**config.mk**
```make
export PLATFORM = sky130hd
export DESIGN_NAME = ysyx_23060075_div_seq
export DESIGN_NICKNAME = d
export VERILOG_FILES = /design/src/rtl/ysyx_23060075_div_seq.sv
export SDC_FILE = /design/constraint.sdc
export NUM_CORES = 1
export LEC_CHECK = 0
export ABC_AREA = 1
export BUFFER_PORTS_ARGS = -buffer_cell sky130_fd_sc_hd__buf_2
export CAP_MARGIN = 10
export CORE_MARGIN = 5
export CORE_UTILIZATION = 60
export CTS_CLUSTER_SIZE = 25
export DETAILED_ROUTE_END_ITERATION = 10
export PLACE_DENSITY = 0.81
export SYNTH_ARGS = -nofsm -noshare
export SYNTH_HDL_FRONTEND = slang
export SYNTH_SLANG_ARGS = --single-unit
export TNS_END_PERCENT = 20
```
**constraint.sdc**
```tcl
create_clock -name clk -period 6.5 [get_ports clk]
set_input_delay 0 -clock clk [delete_from_list [all_inputs] [get_ports clk]]
set_output_delay 0 -clock clk [all_outputs]
set_load 0.005 [all_outputs]
```
**src/rtl/ysyx_23060075_div_seq.sv**
```systemverilog
// Iterative radix-2 restoring divider (DIV/DIVU/REM/REMU) with valid/ready on both sides.
// Optional: define YSYX_23060075_DIV_EARLY_OUT_EN to resolve divide-by-zero and signed overflow at acceptance.

module ysyx_23060075_adder_alu #(
  parameter int unsigned data_len = 32
) (
  input  logic [data_len-1:0] a,
  input  logic [data_len-1:0] b,
  input  logic                is_sub,
  output logic [data_len-1:0] result,
  output logic                carry
);
  logic [data_len:0] sum;
  logic [data_len-1:0] b_eff;

  always_comb begin
    b_eff = is_sub ? ~b : b;
    sum   = {1'b0, a} + {1'b0, b_eff} + {{data_len{1'b0}}, is_sub};
  end

  assign result = sum[data_len-1:0];
  // For subtraction carry reports a borrow (a < b, unsigned)
  assign carry  = sum[data_len] ^ is_sub;
endmodule

module ysyx_23060075_div_seq #(
  parameter int unsigned data_len = 32
) (
  input  logic                clk,
  input  logic                rst,
  input  logic                in_valid,
  output logic                in_ready,
  input  logic [data_len-1:0] dividend,
  input  logic [data_len-1:0] divisor,
  input  logic                is_signed,
  output logic                out_valid,
  input  logic                out_ready,
  output logic [data_len-1:0] quotient,
  output logic [data_len-1:0] remainder
);
  localparam int unsigned W  = data_len;
  localparam int unsigned CW = $clog2(data_len);

  typedef enum logic [1:0] {S_IDLE, S_BUSY, S_DONE} state_t;

  state_t          state_q, state_d;
  logic [W-1:0]    quo_q, quo_d;
  logic [W-1:0]    rem_q, rem_d;
  logic [W-1:0]    dvs_q, dvs_d;
  logic [W-1:0]    dvd_raw_q, dvd_raw_d;
  logic [CW-1:0]   cnt_q, cnt_d;
  logic            qneg_q, qneg_d;
  logic            rneg_q, rneg_d;
  logic            div0_q, div0_d;
  logic            ovf_q, ovf_d;
  logic [W-1:0]    quotient_q, quotient_d;
  logic [W-1:0]    remainder_q, remainder_d;

  logic [W:0]      trial_a, trial_b, trial_diff;
  logic            trial_borrow;
  logic            diff_msb_unused;
  logic [W-1:0]    step_rem, step_quo, fin_q, fin_r;
  logic            in_dvd_neg, in_dvs_neg, in_div0, in_ovf;
  logic [W-1:0]    mag_dvd, mag_dvs;

  // Partial remainder is W+1 bits once the next dividend bit is shifted in
  assign trial_a = {rem_q, quo_q[W-1]};
  assign trial_b = {1'b0, dvs_q};

  ysyx_23060075_adder_alu #(.data_len(W + 1)) u_trial_sub (
    .a      (trial_a),
    .b      (trial_b),
    .is_sub (1'b1),
    .result (trial_diff),
    .carry  (trial_borrow)
  );

  // A successful trial always leaves a value below the divisor, so the top bit is zero
  assign diff_msb_unused = trial_diff[W];

  always_comb begin
    step_rem   = trial_borrow ? trial_a[W-1:0] : trial_diff[W-1:0];
    step_quo   = {quo_q[W-2:0], ~trial_borrow};
    fin_q      = qneg_q ? -step_quo : step_quo;
    fin_r      = rneg_q ? -step_rem : step_rem;
    if (div0_q) begin
      fin_q = '1;
      fin_r = dvd_raw_q;
    end else if (ovf_q) begin
      fin_q = dvd_raw_q;
      fin_r = '0;
    end

    in_dvd_neg = is_signed & dividend[W-1];
    in_dvs_neg = is_signed & divisor[W-1];
    mag_dvd    = in_dvd_neg ? -dividend : dividend;
    mag_dvs    = in_dvs_neg ? -divisor : divisor;
    in_div0    = (divisor == '0);
    in_ovf     = is_signed & (dividend == {1'b1, {(W-1){1'b0}}}) & (divisor == '1);
  end

  always_comb begin
    state_d     = state_q;
    quo_d       = quo_q;
    rem_d       = rem_q;
    dvs_d       = dvs_q;
    dvd_raw_d   = dvd_raw_q;
    cnt_d       = cnt_q;
    qneg_d      = qneg_q;
    rneg_d      = rneg_q;
    div0_d      = div0_q;
    ovf_d       = ovf_q;
    quotient_d  = quotient_q;
    remainder_d = remainder_q;
    case (state_q)
      S_IDLE: begin
        if (in_valid) begin
          state_d   = S_BUSY;
          quo_d     = mag_dvd;
          rem_d     = '0;
          dvs_d     = mag_dvs;
          dvd_raw_d = dividend;
          cnt_d     = '0;
          qneg_d    = in_dvd_neg ^ in_dvs_neg;
          rneg_d    = in_dvd_neg;
          div0_d    = in_div0;
          ovf_d     = in_ovf;
`ifdef YSYX_23060075_DIV_EARLY_OUT_EN
          if (in_div0 || in_ovf) begin
            state_d     = S_DONE;
            quotient_d  = in_div0 ? '1 : dividend;
            remainder_d = in_div0 ? dividend : '0;
          end
`else
`endif
        end
      end
      S_BUSY: begin
        quo_d = step_quo;
        rem_d = step_rem;
        cnt_d = cnt_q + 1'b1;
        if (cnt_q == CW'(W - 1)) begin
          state_d     = S_DONE;
          quotient_d  = fin_q;
          remainder_d = fin_r;
        end
      end
      S_DONE: begin
        if (out_ready) state_d = S_IDLE;
      end
      default: state_d = S_IDLE;
    endcase
  end

  always_ff @(posedge clk) begin
    if (rst) begin
      state_q     <= S_IDLE;
      quo_q       <= '0;
      rem_q       <= '0;
      dvs_q       <= '0;
      dvd_raw_q   <= '0;
      cnt_q       <= '0;
      qneg_q      <= 1'b0;
      rneg_q      <= 1'b0;
      div0_q      <= 1'b0;
      ovf_q       <= 1'b0;
      quotient_q  <= '0;
      remainder_q <= '0;
    end else begin
      state_q     <= state_d;
      quo_q       <= quo_d;
      rem_q       <= rem_d;
      dvs_q       <= dvs_d;
      dvd_raw_q   <= dvd_raw_d;
      cnt_q       <= cnt_d;
      qneg_q      <= qneg_d;
      rneg_q      <= rneg_d;
      div0_q      <= div0_d;
      ovf_q       <= ovf_d;
      quotient_q  <= quotient_d;
      remainder_q <= remainder_d;
    end
  end

  assign in_ready  = (state_q == S_IDLE);
  assign out_valid = (state_q == S_DONE);
  assign quotient  = quotient_q;
  assign remainder = remainder_q;
endmodule

```
---- Word-level counts from Yosys, hierarchy flattened ----
Index checks and enable logic that the tools add are counted.
storage, ports and cells
  bits in registers ....................... 203
  bits of input ports ..................... 69
  logic and storage cells ................. 59
cells by class
  $add $sub $neg .......................... 7
  equal/unequal tests ..................... 8
  muxes and demuxes ....................... 19
  bitwise gates (word level) .............. 6
  reductions and logical operators ........ 7
operator list
  kind                     number
  $mux W32                 11
  $neg A32 Y32             4
  $pmux W32 S2             2
  $eq A32 B32 Y1 const B   2
  $add A33 B33 Y34         1
  $add A34 B1 Y34 const B  1
  $not A32 Y33             1
  $logic_not A32 Y1        1
  $pmux W5 S2              1
  $mux W2                  3
  $pmux W2 S3              1
  $reduce_and A2 Y1        3
  $add A5 B1 Y5 const B    1
  $eq A5 B5 Y1 const B     1
  $mux W5                  1
  $and A1 B1 Y1            4
  $ne A2 B2 Y1 const B     2
  $reduce_and A3 Y1        1
  $eq A2 B1 Y1 const B     1
  $eq A2 B2 Y1 const B     1
  $logic_not A2 Y1         1
  $ne A2 B1 Y1 const B     1
  $reduce_bool A2 Y1       1
  $xor A1 B1 Y1            1

---- Depth between registers and ports, before layout ----
Gate-level depths: netlist (run 1).
  depth in word-level cells ............... 8
  gate-level depth with buffers ........... 31
  depth with buffers taken out ............ 30

---- Hierarchy ----
From an unflattened synthesis (run 1), not the netlist that was laid out.
unflattened totals
  cell total of the unflattened synthesis .. 2431
  area, all modules ....................... 14756.7 µm²
by module, submodules not included
  module                   instances  cells an instance  area each (µm²)  sequential area each (µm²)
  ysyx_23060075_div_seq    1          1932               12139.1          4063.9
  ysyx_23060075_adder_alu  1          499                2617.5           0.0

---- Worst setup path before layout (run 1) ----
OpenSTA, ideal clock, no wires.
  kind .................................... flip-flop to flip-flop
  start point ............................. register dvs_q[8]
  end point ............................... register quotient_q[30], in the netlist quotient[30]
  library setup time ...................... 0.070 ns
  data arrival time ....................... 3.450 ns
  setup slack ............................. 2.981 ns
  cell stages (with the launch flop) ...... 32
  buffers on the path ..................... 1
  cell sequence ........................... dfxtp_1 inv_1 ha_1 nand2_2 inv_2 nand2_1 nand2_1 inv_2 nand3_2 nand2_2 nand2_4 nand2_4 nand2_8 inv_1 buf_2 ha_1 inv_1 nor3_1 nand2_1 nor3_1 nand2_1 nor2_1 nand3_1 nor3_2 nand2_1 nand2_1 nand2_1 nor2_1 o21ai_1 a21oi_1 o21ai_0 a21oi_1
on the way
  word-level cells in the longest chain between the ends .. 7
ends and longest elaborated chain
  item                    RTL line  RTL
  start, declared         49        logic [W-1:0] dvs_q, dvs_d;
  start signal, assigned  173       dvs_q <= dvs_d;
  $not A32 Y33            17        b_eff = is_sub ? ~b : b;
  $add A33 B33 Y34        18        sum = {1'b0, a} + {1'b0, b_eff} + {{data_len{1'b0}}, is_sub};
  $add A34 B1 Y34         18
  $neg A32 Y32            84        fin_q = qneg_q ? -step_quo : step_quo;
  $mux W32                84
  $mux W32                89        end else if (ovf_q) begin
  $mux W32                86        if (div0_q) begin
  end signal, assigned    180       quotient_q <= quotient_d;
  end, declared           56        logic [W-1:0] quotient_q, quotient_d;
No other way between the ends.
A chain may end at the register's enable or synchronous reset.

---- Worst setup path in the final report (run 1) ----
  start point ............................. register dvs_q[19]
  end point ............................... register quotient_q[28], in the netlist quotient[28]
Same word-level chain as after synthesis.

==> results.md, run 1 <==
* Depth of the worst register-to-register path at 26
* Clock tree from TritonCTS: built
* Average cell area after synthesis at ~6.2 µm²
* GRT Util Overall at 39.6%
* Number of DRC markers after the initial detailed-route iteration at 2353
* Post-synthesis cell count at about 2300
* Area occupied by multi-input gates at 0.00852 mm²
* Status: finished, final reports clean
* Number of enable flip-flop cells after synthesis at 0
* Wire length of the first global-routing pass at around 83000 µm
* Critical path origin: dvs_q[19]$_SDFFE_PP0P_
* Length of routed met3 wiring at ~6000 µm
* Endpoint class of the critical path: flip-flop
* Endpoints failing hold at 0
* Total negative slack at 0 ns
* Fraction of layout cells with a size suffix above 1 at between 10% and 20%
* Post-Synthesis Net Count at between 2000 and 2500
* Worst-Margin Slew at about 1.3 ns
* Register area at 0.00406 mm²
* Final routed wire length divided by cell count at 19.9 µm
* Total setup violations reported at the end of the flow at 0
* Top-Level Pins at about 140
* Maximum frequency from static timing analysis at just over 0.2 GHz
* Worst reg2reg startpoint: dvs_q[19]$_SDFFE_PP0P_
* Data arrival, critical path at 5.44 ns
* Reg2Reg Capture Point: quotient[28]$_SDFFE_PP0P_
* Die W at 163 µm
* Number of antenna violations at the first check in global routing at 2
* Depth of the CTS H-tree at 1
* Worst setup path endpoint: quotient[28]$_SDFFE_PP0P_
* Cell type contributing the most total cell area after synthesis: sky130_fd_sc_hd__dfxtp_1
* Post-Route Skew at ~0.019 ns
* Worst-path maximum fanout at 54
* Maximum number of pins on one net before global-route repair at ~120
* Post-detailed-routing wire length at 54600 µm
* Required time at the endpoint of the critical path at between 6 and 7 ns
* Synthesis warning total at 0
* Height of the chip at around 160 µm
* Hold-fix buffer count after cts at 65
* Synth-to-layout area growth at 15.7%
* Final critical-path share of the clock period at approximately 77%
* Master cell of the clock root buffer: sky130_fd_sc_hd__clkbuf_16
* Num Clock Sinks at 203
* CTS clock-pin slew for the worst setup and hold paths at 0.07 ns
* Min-delay worst type: in -> reg
* Met2 routed WL at 24400 µm
* Min cycle time layout at between 4 and 5 ns
* Vias per cell at 5.98
* Commonest register cell after synthesis: sky130_fd_sc_hd__dfxtp_1
* M1 WL at 21300 µm
* Post-CTS Repair Setup Buffers at 0
* Number of buffers created by CTS at 24
* Count of buffers from port buffering at 134
* RSZ-0062 raised after global routing: no
* Share of synthesized area occupied by flip-flops and latches at between 20% and 30%
* Via count of the routed design at ~16000
* Post-detailed-route count of antenna-violating nets at 0
* Post-synthesis instance area at roughly 0.014 mm²
* First-pass iteration count of the detailed router at 9
* Overflow left after global routing at 0
* Distinct cell type count of the synthesized netlist at 55
* Half-perimeter wire length after placement at 39200 µm
* Cells after DPL at between 2000 and 3000
* Post-CTS resize count at 0
* Category of the critical setup timing path: reg -> reg
* Non-filler cells in the finished layout at roughly 2700
* Number of remaining DRC errors at 0
* Minimum hold slack at a little under 0.04 ns
* Cell area after placement at 0.0148 mm²
* Filler cells at 2100
* Worst max-slew margin expressed relative to the limit at between 15 and 20%
* Via count of the first global-routing pass at 15063
* Worst R2R Setup Slack at approximately 1.5 ns
* Site Rows at 56
* Final non-filler cell area at about 0.016 mm²
* Starting density of the core at between 60 and 70%
* Number of max-cap violations at 0
* Fraction of post-synthesis cell area in the top cell type by area at between 20% and 30%
* Overall die area at 0.0266 mm²
* CTS Buffer Depth at 3
* Uppermost layer routed: met5
* Routability Congestion at 1.10
* Synth top area cells: sky130_fd_sc_hd__dfxtp_1, sky130_fd_sc_hd__nand2_1, sky130_fd_sc_hd__a21oi_1, sky130_fd_sc_hd__inv_1, sky130_fd_sc_hd__o21ai_0
* Clock Latency Late Sink at 0.54 ns
* Number of flip-flops and latches in the synthesized netlist at approximately 200
* Core Area at approximately 0.023 mm²
* Net count reported at finish at about 2500
* Max Transition Viols Final at 0
* Startpoint class of the critical path: flip-flop
* Share of async-settable or async-resettable flops after synthesis at 0%
-- worst min-delay path by stage --
stage | from | end | slack [ns] | depth (start not counted)
2_1_floorplan | dividend[2] | dvd_raw_q[2]$_SDFFE_PP0P_ | 0.15 | 2
3_3_place_gp | out_ready | state_q[1]$_SDFFE_PP0P_ | 0.27 | 4
3_5_place_dp | out_ready | state_q[1]$_SDFFE_PP0P_ | 0.27 | 4
4_1_cts | is_signed | quo_q[31]$_SDFFE_PP0P_ | 0.02 | 5
5_1_grt | is_signed | quo_q[31]$_SDFFE_PP0P_ | 0.06 | 5
6_report | divisor[20] | div0_q$_SDFFE_PP0P_ | 0.04 | 6
-- Yosys cell counts, types with 9 or more instances --
cell and n:
sky130_fd_sc_hd__a211oi_1 12, sky130_fd_sc_hd__a21oi_1 241, sky130_fd_sc_hd__buf_2 11, sky130_fd_sc_hd__clkbuf_1 81, sky130_fd_sc_hd__dfxtp_1 203, sky130_fd_sc_hd__ha_1 39
sky130_fd_sc_hd__inv_1 273, sky130_fd_sc_hd__nand2_1 558, sky130_fd_sc_hd__nand2_2 19, sky130_fd_sc_hd__nand3_1 160, sky130_fd_sc_hd__nand3b_1 10, sky130_fd_sc_hd__nand4_1 26
sky130_fd_sc_hd__nor2_1 222, sky130_fd_sc_hd__nor2_2 15, sky130_fd_sc_hd__nor3_1 33, sky130_fd_sc_hd__o21ai_0 172, sky130_fd_sc_hd__o221ai_1 17, sky130_fd_sc_hd__or2_2 12
sky130_fd_sc_hd__xnor2_1 9, sky130_fd_sc_hd__xor2_1 54
-- kinds of logic after synthesis --
group / count (synthesis) / share of synthesized area (%)
AO/OA/AOI/OAI: 496 / 19.3
XOR/XNOR: 63 / 3.93
adder cells (fa/ha/maj): 40 / 3.62
buffers and inverters: 386 / 10.6
flip-flops: 203 / 29.0
AND/OR/NAND/NOR: 1089 / 33.7
-- sequential cells by signal (all words and copies together) (netlist names) --
| name | flops |
|---|---|
| ovf_q | 1 |
| state_q | 2 |
| dvd_raw_q | 32 |
| div0_q | 1 |
| dvs_q | 32 |
| qneg_q | 1 |
| rneg_q | 1 |
| quotient | 32 |
| remainder | 32 |
| rem_q | 32 |
| cnt_q | 5 |
| quo_q | 32 |
-- cell type report --
| cell class | count | share of cell area, % |
|---|---|---|
| Multi-Input combinational cell | 1688 | 52.4 |
| Sequential cell | 203 | 25.0 |
| Timing Repair Buffer | 214 | 8.83 |
| Inverter | 282 | 6.52 |
| Clock buffer | 32 | 4.20 |
| Tap cell | 319 | 2.46 |
| Clock inverter | 10 | 0.524 |
| Antenna cell | 1 | 0.0154 |
-- stage by stage --
step,setup slack (ns),utilization (%)
3_5_place_dp,1.74,63.7
6_report,1.53,69.8
3_3_place_gp,1.84,63.7
4_1_cts,1.65,69.8
5_1_grt,0.971,69.8
2_1_floorplan,2.98,-
-- routing by layer --
metal | global-route usage, % | vias to the layer above
li1 | - | 7709
met1 | 53.1 | 7459
met2 | 64.7 | 1057
met3 | 6.18 | 206
met4 | 14.8 | 2
met5 | 0 | -
-- placed cells by master (no fill, tap or decap), types with 33 or more instances in the layout --
cell                            Yosys  final
sky130_fd_sc_hd__a21oi_1          241    241
sky130_fd_sc_hd__buf_2             11    134
sky130_fd_sc_hd__dfxtp_1          203    203
sky130_fd_sc_hd__dlygate4sd3_1      0     65
sky130_fd_sc_hd__ha_1              39     39
sky130_fd_sc_hd__inv_1            273    272
sky130_fd_sc_hd__nand2_1          558    557
sky130_fd_sc_hd__nand3_1          160    160
sky130_fd_sc_hd__nor2_1           222    218
sky130_fd_sc_hd__nor3_1            33     33
sky130_fd_sc_hd__o21ai_0          172    172
sky130_fd_sc_hd__xor2_1            54     54
-- critical path, cell delays in order (launching register included) --
cell and delay [ns]:
sky130_fd_sc_hd__dfxtp_1 0.32, sky130_fd_sc_hd__inv_1 0.04, sky130_fd_sc_hd__ha_1 0.33, sky130_fd_sc_hd__nand2_1 0.15, sky130_fd_sc_hd__inv_2 0.04, sky130_fd_sc_hd__nand2_1 0.05
sky130_fd_sc_hd__nand2_1 0.09, sky130_fd_sc_hd__a21oi_2 0.16, sky130_fd_sc_hd__nor2_2 0.06, sky130_fd_sc_hd__nor2_4 0.50, sky130_fd_sc_hd__nand2_8 0.33, sky130_fd_sc_hd__inv_1 0.44
sky130_fd_sc_hd__ha_1 0.25, sky130_fd_sc_hd__inv_1 0.06, sky130_fd_sc_hd__nor3_1 0.19, sky130_fd_sc_hd__nand2_1 0.10, sky130_fd_sc_hd__nor3_1 0.21, sky130_fd_sc_hd__nand2_1 0.12
sky130_fd_sc_hd__nor2_1 0.17, sky130_fd_sc_hd__nand3_1 0.16, sky130_fd_sc_hd__inv_1 0.10, sky130_fd_sc_hd__nand4_1 0.13, sky130_fd_sc_hd__o21ai_0 0.33, sky130_fd_sc_hd__nand2_1 0.13
sky130_fd_sc_hd__a21oi_1 0.16, sky130_fd_sc_hd__o21ai_0 0.12, sky130_fd_sc_hd__a21oi_1 0.14
Power of run 1 is left out: the tool's default activity adds up to more than one toggle a clock period on the data nets, which glitch-free logic cannot reach.
==> inputs of run 2 (changes only) <==
--- a/config.mk
+++ b/config.mk
@@ -5,14 +5,14 @@
 export SDC_FILE = /design/constraint.sdc
 export NUM_CORES = 1
 export LEC_CHECK = 0
-export ABC_AREA = 1
+export ABC_AREA = 0
 export BUFFER_PORTS_ARGS = -buffer_cell sky130_fd_sc_hd__buf_2
 export CAP_MARGIN = 10
 export CORE_MARGIN = 5
-export CORE_UTILIZATION = 60
+export CORE_UTILIZATION = 55
 export CTS_CLUSTER_SIZE = 25
 export DETAILED_ROUTE_END_ITERATION = 10
-export PLACE_DENSITY = 0.81
+export PLACE_DENSITY = 0.78
 export SYNTH_ARGS = -nofsm -noshare
 export SYNTH_HDL_FRONTEND = slang
 export SYNTH_SLANG_ARGS = --single-unit
==> constraint.sdc (replaced) <==
create_clock -name clk -period 4.55 [get_ports clk]
set_input_delay 0 -clock clk [delete_from_list [all_inputs] [get_ports clk]]
set_output_delay 0 -clock clk [all_outputs]
set_load 0.005 [all_outputs]
==> results.md, run 2 <==
* Portion of total power attributed to the clock network at between 30 and 40%
* Combinational share of power at between 30% and 40%
* Commonest register cell after synthesis: sky130_fd_sc_hd__dfxtp_1
* Wire length of the first global-routing pass at 73100 µm (-12%)
* Min-delay worst type: in -> reg
* Via count of the first global-routing pass at 13445 (-11%)
* Number of buffers created by CTS at 24 (unchanged)
* Final non-filler cell area at 0.0164 mm² (+0.69%)
* Min cycle time layout at 4.41 ns (-0.567 ns)
* Number of antenna violations at the first check in global routing at 0 (-2)
* Post-detailed-routing wire length at 46700 µm (-14%)
* Synth-to-layout area growth at 22.4%
* Filler cells at 2045 (-2.6%)
* Maximum number of pins on one net before global-route repair at 96 (-21%)
* Half-perimeter wire length after placement at 33200 µm (-15%)
* Required time at the endpoint of the critical path at 4.92 ns (-2.05 ns)
* Core Area at 0.0241 mm² (+3.6%)
* Post-detailed-route count of antenna-violating nets at 0 (unchanged)
* Die W at 166 µm (+1.8%)
* M1 WL at 19800 µm (-7.0%)
* Max incr delay on CP at 0.47 ns (-0.03 ns)
* Cell area after placement at 0.0144 mm² (-2.7%)
* CTS Buffer Depth at 3 (unchanged)
* Length of routed met3 wiring at 5460 µm (-11%)
* Part of the total power dissipated in sequential elements at 29.1%
* Post-Synthesis Net Count at 1910 (-20%)
* Maximum frequency from static timing analysis at 0.227 GHz (+13%)
* Total setup violations reported at the end of the flow at 0 (unchanged)
* Top-Level Pins at 135 (unchanged)
* Worst-path maximum fanout at 6 (-89%)
* Fraction of post-synthesis cell area in the top cell type by area at 30.4% (+1.5 points)
* Worst R2R Setup Slack at 0.14 ns (-1.38 ns)
* Maximum vdd ir drop at ~0.29 mV
* Post-synthesis cell count at 1801 (-21%)
* Total negative slack at 0 ns (unchanged)
* Most common cell after layout, fill and taps aside: sky130_fd_sc_hd__nand2_1
* Commonest non-fill, non-tap cells in the layout: sky130_fd_sc_hd__nand2_1, sky130_fd_sc_hd__nor2_1, sky130_fd_sc_hd__dfxtp_1, sky130_fd_sc_hd__a21oi_1, sky130_fd_sc_hd__buf_2
* Number of max-cap violations at 0 (unchanged)
* Met2 routed WL at 19900 µm (-18%)
* Depth of the CTS H-tree at 1 (unchanged)
* Leakage power of the design at roughly 6.5 nW
* Max Transition Viols Final at 0 (unchanged)
* Overflow left after global routing at 0 (unchanged)
* Net count reported at finish at 2090 (-17%)
* Worst Setup Slack, final at 0.144 ns (-1.38 ns)
* Power density over cell area at approximately 420 mW/mm²
* Endpoint class of the critical path: flip-flop
* Synthesis warning total at 0 (unchanged)
* Worst-Margin Slew at 1.18 ns (-0.0916 ns)
* Top post-synthesis cells by count: sky130_fd_sc_hd__nand2_1, sky130_fd_sc_hd__nor2_1, sky130_fd_sc_hd__dfxtp_1, sky130_fd_sc_hd__a21oi_1, sky130_fd_sc_hd__clkbuf_1
* Final routed wire length divided by cell count at 20.1 µm (+1.4%)
* Internal power component at 4.23 mW
* Kind of cell with the highest combined delay on the critical path: compound AO/OA/AOI/OAI gates
* Num Clock Sinks at 203 (unchanged)
* Distinct cell type count of the synthesized netlist at 82 (+49%)
* Worst max-slew margin expressed relative to the limit at 21.0% (+6.0 points)
* Overall die area at 0.0275 mm² (+3.6%)
* Average cell area after synthesis at 7.42 µm² (+20%)
* Uppermost layer routed: met4
* Psw at approximately 2.6 mW
* Starting density of the core at 55.4% (-4.9 points)
* Endpoints failing hold at 0 (unchanged)
* Cells along the critical path: ha_1 -> and3_2 -> a22o_1 -> a21o_1 -> a221oi_4 -> a21oi_4 -> mux2i_2 -> ha_2 -> inv_1 -> a2111oi_2 -> mux2i_2 -> a221oi_4 -> nand3_2 -> or4b_1 -> nand4_1 -> a211oi_1
* CTS clock-pin slew for the worst setup and hold paths at 0.06 ns (about the same)
* Share of async-settable or async-resettable flops after synthesis at 0% (unchanged)
* Cells after DPL at 2182 (-17%)
* Count of buffers from port buffering at 134 (unchanged)
* Data arrival, critical path at 4.78 ns (-0.66 ns)
* Number of enable flip-flop cells after synthesis at 0 (unchanged)
* Height of the chip at 166 µm (+1.8%)
* Vias per cell at 6.31 (+5.6%)
* Number of remaining DRC errors at 0 (unchanged)
* Top-count cell post-synth: sky130_fd_sc_hd__nand2_1
* Share of synthesized area occupied by flip-flops and latches at 30.4% (+1.5 points)
* GRT Util Overall at 31.9% (-7.7 points)
* Buffers and inverters on the worst path at 1 (-4)
* Post-placement worst setup slack at 0.0339 ns (-1.71 ns)
* Post-Route Skew at 0.0408 ns (+0.0223 ns)
* Number of DRC markers after the initial detailed-route iteration at 1659 (-29%)
* Slowest library cell on the worst path: sky130_fd_sc_hd__or4b_1
* Clock Latency Late Sink at 0.56 ns (+0.02 ns)
* Cell type contributing the most total cell area after synthesis: sky130_fd_sc_hd__dfxtp_1
* Via count of the routed design at 14656 (-11%)
* Number of antenna diodes at 0 (-1)
* Non-filler cells in the finished layout at 2322 (-16%)
* Clock tree from TritonCTS: built
* Synth top area cells: sky130_fd_sc_hd__dfxtp_1, sky130_fd_sc_hd__a21oi_1, sky130_fd_sc_hd__nand2_1, sky130_fd_sc_hd__nor2_1, sky130_fd_sc_hd__xor2_1
* Site Rows at 57 (+1.8%)
* Category of the critical setup timing path: reg -> reg
* Status: finished, final reports clean
* Fraction of layout cells with a size suffix above 1 at 14.7% (+3.6 points)
* Routability Congestion at 0.990 (-9.8%)
* Post-synthesis instance area at 0.0134 mm² (-4.8%)
* Startpoint class of the critical path: flip-flop
* Number of flip-flops and latches in the synthesized netlist at 203 (unchanged)
* Switching Fraction at around two fifths
* First-pass iteration count of the detailed router at 7 (-2)
* Final critical-path share of the clock period at 96.8% (+20 points)
* Master cell of the clock root buffer: sky130_fd_sc_hd__clkbuf_16
[run 2: changes by cell type after synthesis, moves of 22 or more]
cell / change
sky130_fd_sc_hd__nand3_1: -123
sky130_fd_sc_hd__a211oi_1: +49
sky130_fd_sc_hd__or3_1: +22
sky130_fd_sc_hd__xnor2_1: +51
sky130_fd_sc_hd__a21o_1: +23
sky130_fd_sc_hd__a21oi_1: -63
sky130_fd_sc_hd__inv_1: -217
sky130_fd_sc_hd__mux2i_1: +28
sky130_fd_sc_hd__o31ai_1: +23
sky130_fd_sc_hd__o21ai_0: -103
sky130_fd_sc_hd__a31oi_1: +27
sky130_fd_sc_hd__clkbuf_1: +33
sky130_fd_sc_hd__nand2_1: -341
[run 2: power by group through the flow]
stage	Combinational [mW]	Clock, mW	Sequential, mW
after floorplan	1.72	0	1.97
after global placement	2.40	0	2.01
after detailed placement	2.43	0	2.02
after CTS	2.51	2.13	1.98
after global routing	2.92	2.21	2.00
final	2.71	2.13	1.99
[run 2: timing repair]
item                                    4_1_cts  5_1_grt
endpoints found under the setup margin        0       20
hold endpoints to repair                    101        0
resized for setup                             0       23
hold buffers                                 88        0
setup buffers                                 0        8
[run 2: area by class of cell]
type	instances	area [µm²]	share of cell area (%)
clock buffers	31	697	4.26
repair buffers	284	2040	12.4
inverters	57	214	1.31
well taps	324	405	2.48
multi-input cells	1411	8750	53.5
flip-flops and latches	203	4070	24.9
clock inverters	12	189	1.16
[run 2: worst paths after layout]
kind | startpoint | endpoint | depth (start not counted)
min reg2reg | quotient[23]$_SDFFE_PP0P_ | quotient[23]$_SDFFE_PP0P_ | 2
min | divisor[20] | dvs_q[20]$_SDFFE_PP0P_ | 3
max | rem_q[6]$_SDFFE_PP0P_ | remainder[28]$_SDFFE_PP0P_ | 16
max reg2reg | rem_q[6]$_SDFFE_PP0P_ | remainder[28]$_SDFFE_PP0P_ | 16
[run 2: worst register-to-register path, cell delays in order, from the launching register on]
cell	delay, ns
sky130_fd_sc_hd__dfxtp_1	0.44
sky130_fd_sc_hd__ha_1	0.28
sky130_fd_sc_hd__and3_2	0.23
sky130_fd_sc_hd__a22o_1	0.28
sky130_fd_sc_hd__a21o_1	0.25
sky130_fd_sc_hd__a221oi_4	0.44
sky130_fd_sc_hd__a21oi_4	0.17
sky130_fd_sc_hd__mux2i_2	0.29
sky130_fd_sc_hd__ha_2	0.25
sky130_fd_sc_hd__inv_1	0.06
sky130_fd_sc_hd__a2111oi_2	0.24
sky130_fd_sc_hd__mux2i_2	0.20
sky130_fd_sc_hd__a221oi_4	0.31
sky130_fd_sc_hd__nand3_2	0.13
sky130_fd_sc_hd__or4b_1	0.47
sky130_fd_sc_hd__nand4_1	0.10
sky130_fd_sc_hd__a211oi_1	0.07
[run 2: per-layer routing]
| layer | track usage (%) | up-vias |
|---|---|---|
| met5 | 0 | - |
| met4 | 9.94 | 0 |
| met3 | 7.97 | 130 |
| met2 | 47.7 | 843 |
| met1 | 45.4 | 6808 |
| li1 | - | 6875 |
[run 2: through the flow]
stage | util (%) | hold WS (ns) | total power [mW]
6_report | 67.8 | 0.0522 | 6.83
5_1_grt | 67.8 | 0.0791 | 7.12
4_1_cts | 67.2 | 0.0140 | 6.62
3_5_place_dp | 59.8 | 0.261 | 4.45
3_3_place_gp | 59.8 | 0.260 | 4.41
2_1_floorplan | - | 0.136 | 3.69
[run 2: logic make-up after synthesis]
group / synth area share (%)
buffers and inverters: 5.36
muxes: 2.35
AOI/OAI and AO/OA: 26.9
adders and majority gates: 3.80
DFF: 30.4
and+or+nand+nor: 23.2
xor gates and xnor gates: 8.00
Power figures use the tool's default switching activity.
==> inputs of run 3 (changes only) <==
--- a/config.mk
+++ b/config.mk
@@ -8,7 +8,7 @@
 export ABC_AREA = 0
 export BUFFER_PORTS_ARGS = -buffer_cell sky130_fd_sc_hd__buf_2
 export CAP_MARGIN = 10
-export CORE_MARGIN = 5
+export CORE_MARGIN = 2
 export CORE_UTILIZATION = 55
 export CTS_CLUSTER_SIZE = 25
 export DETAILED_ROUTE_END_ITERATION = 10
==> results.md, run 3 (synthesized netlist as in run 2, its figures left out) <==
* Worst-Margin Slew at 1.15 ns (-0.0324 ns)
* Post-layout utilization of the core at 66.4% (-1.5 points)
* Clock tree from TritonCTS: built
* Number of remaining DRC errors at 0 (unchanged)
* First-pass iteration count of the detailed router at 6 (-1)
* Worst max-slew margin expressed relative to the limit at 23.3% (+2.3 points)
* Height of the chip at 160 µm (-3.6%)
* Via count of the routed design at 14468 (-1.3%)
* Post-placement worst setup slack at 0.177 ns (+0.143 ns)
* Endpoints failing hold at 0 (unchanged)
* Maximum vdd ir drop at 0.303 mV (+5.2%)
* Number of DRC markers after the initial detailed-route iteration at 1954 (+18%)
* Routability Congestion at 0.988 (-0.22%)
* Final Total Pwr at 6.65 mW (-2.6%)
* Core Area at 0.0241 mm² (unchanged)
* Number of max-cap violations at 0 (unchanged)
* Commonest non-fill, non-tap cells in the layout: sky130_fd_sc_hd__nand2_1, sky130_fd_sc_hd__nor2_1, sky130_fd_sc_hd__dfxtp_1, sky130_fd_sc_hd__a21oi_1, sky130_fd_sc_hd__buf_2
* Depth of the CTS H-tree at 1 (unchanged)
* Overall die area at 0.0256 mm² (-7.1%)
* Cell area after placement at 0.0144 mm² (about the same)
* Net count reported at finish at 2068 (-1.1%)
* Count of buffers from port buffering at 134 (unchanged)
* Startpoint class of the critical path: flip-flop
* Total setup violations reported at the end of the flow at 0 (unchanged)
* Clock Latency Late Sink at 0.55 ns (about the same)
* CTS Buffer Depth at 3 (unchanged)
* Wire length of the first global-routing pass at 71200 µm (-2.6%)
* Number of buffers created by CTS at 23 (-4.2%)
* Status: finished, final reports clean
* Number of antenna violations at the first check in global routing at 1 (+1)
* GRT Util Overall at 34.5% (+2.6 points)
* Worst Setup Slack, final at 0.272 ns (+0.128 ns)
* Via count of the first global-routing pass at 13105 (-2.5%)
* Final critical-path share of the clock period at 94.0% (-2.8 points)
* Worst setup path endpoint: quotient[28]$_SDFFE_PP0P_
* Site Rows at 57 (unchanged)
* Master cell of the clock root buffer: sky130_fd_sc_hd__clkbuf_16
* Worst-path maximum fanout at 8 (+2)
* Category of the critical setup timing path: reg -> reg
* Required time at the endpoint of the critical path at 4.95 ns (+0.03 ns)
* CTS clock-pin slew for the worst setup and hold paths at 0.06 ns (about the same)
* Maximum frequency from static timing analysis at 0.234 GHz (+3.0%)
* Worst reg2reg startpoint: rem_q[8]$_SDFFE_PP0P_
* Fraction of layout cells with a size suffix above 1 at 14.1% (-0.59 points)
* Power density over cell area at 416 mW/mm² (-0.43%)
* Leakage power of the design at 6.34 nW (-2.8%)
* Critical path origin: rem_q[8]$_SDFFE_PP0P_
* Number of antenna diodes at 0 (unchanged)
* Post-detailed-route count of antenna-violating nets at 0 (unchanged)
* Starting density of the core at 55.4% (unchanged)
* Num Clock Sinks at 203 (unchanged)
* Post-detailed-routing wire length at 45800 µm (-2.0%)
* Reg2Reg Capture Point: quotient[28]$_SDFFE_PP0P_
* Final non-filler cell area at 0.0160 mm² (-2.2%)
* Worst R2R Setup Slack at 0.27 ns (+0.13 ns)
* Min-delay worst type: in -> reg
* Post-Route Skew at 0.0273 ns (-0.0135 ns)
* Half-perimeter wire length after placement at 33000 µm (-0.83%)
* Max Transition Viols Final at 0 (unchanged)
* Final routed wire length divided by cell count at 19.9 µm (-1.0%)
* Synth-to-layout area growth at 19.7%
* Maximum number of pins on one net before global-route repair at 126 (+31%)
* Depth of the worst register-to-register path at 16 (unchanged)
* Data arrival, critical path at 4.67 ns (-0.11 ns)
* Endpoint class of the critical path: flip-flop
* Overflow left after global routing at 0 (unchanged)
* Top-Level Pins at 135 (unchanged)
* Minimum hold slack at 0.0258 ns (-0.0264 ns)
* Die W at 160 µm (-3.6%)
* Vias per cell at 6.29 (-0.30%)
* Min cycle time layout at 4.28 ns (-0.128 ns)
* Most common cell after layout, fill and taps aside: sky130_fd_sc_hd__nand2_1
-- run 3: cell count changes in the layout (fill, tap and decap cells not counted), sizes merged --
| cell | change |
|---|---|
| dlygate4sd3 | -18 |
| buf | -2 |
| a21oi | -1 |
| bufinv | -1 |
| clkbuf | +1 |
| clkinv | -3 |
| inv | +1 |
-- run 3: layer usage --
metal  GRT usage (%)  wire, µm  vias to the layer above
li1                -         -                     6827
met1            49.0     19600                     6721
met2            51.9     19400                      813
met3            8.78      5490                      105
met4            9.62      1290                        2
met5               0         9                        -
-- run 3: how the worst min path moves through the flow --
stage,start,endpoint,cells past startpoint
2_1_floorplan,divisor[0],dvs_q[0]$_SDFFE_PP0P_,2
3_3_place_gp,out_ready,state_q[1]$_SDFFE_PP0P_,3
5_1_grt,divisor[19],dvs_q[19]$_SDFFE_PP0P_,3
3_5_place_dp,dividend[27],dvd_raw_q[27]$_SDFFE_PP0P_,3
6_report,divisor[20],dvs_q[20]$_SDFFE_PP0P_,3
4_1_cts,divisor[19],dvs_q[19]$_SDFFE_PP0P_,3
-- run 3: what timing repair did --
action / CTS / global route
hold endpoints to repair: 93 / 0
gates resized for setup: 0 / 15
hold buffers: 70 / 0
setup endpoints to repair: 0 / 11
buffers inserted: 0 / 4
-- run 3: through the flow --
step | setup TNS [ns] | cells
3_3_place_gp | 0 | 2184
6_report | 0 | 2299
3_5_place_dp | 0 | 2184
4_1_cts | 0 | 2295
5_1_grt | -0.00382 | 2299
2_1_floorplan | -0.00807 | 1801
-- run 3: worst max-delay path: stages (launching register included) --
cell	delay (ns)
sky130_fd_sc_hd__dfxtp_1	0.36
sky130_fd_sc_hd__ha_1	0.40
sky130_fd_sc_hd__and3_2	0.28
sky130_fd_sc_hd__a22o_1	0.23
sky130_fd_sc_hd__a21o_1	0.20
sky130_fd_sc_hd__a221oi_2	0.31
sky130_fd_sc_hd__a21oi_4	0.17
sky130_fd_sc_hd__inv_1	0.13
sky130_fd_sc_hd__ha_1	0.16
sky130_fd_sc_hd__nand2_1	0.07
sky130_fd_sc_hd__or4_1	0.65
sky130_fd_sc_hd__or3_1	0.44
sky130_fd_sc_hd__o31ai_1	0.26
sky130_fd_sc_hd__xor2_1	0.19
sky130_fd_sc_hd__nor2_1	0.06
sky130_fd_sc_hd__a21oi_1	0.15
sky130_fd_sc_hd__a211oi_1	0.09
-- run 3: cell type report --
type	count	area (µm²)
clock buffer	32	659
inverter	57	214
timing repair buffer	264	1830
multi-input combinational	1410	8690
clock inverter	9	135
sequential	203	4070
fill	2106	8110
tap	324	405
-- run 3: where the power goes --
part           total, mW  switching [mW]  internal [mW]
Combinational       2.68            1.63           1.05
Clock               1.98           0.794           1.18
Sequential          1.99           0.117           1.87
Total               6.65            2.54           4.11
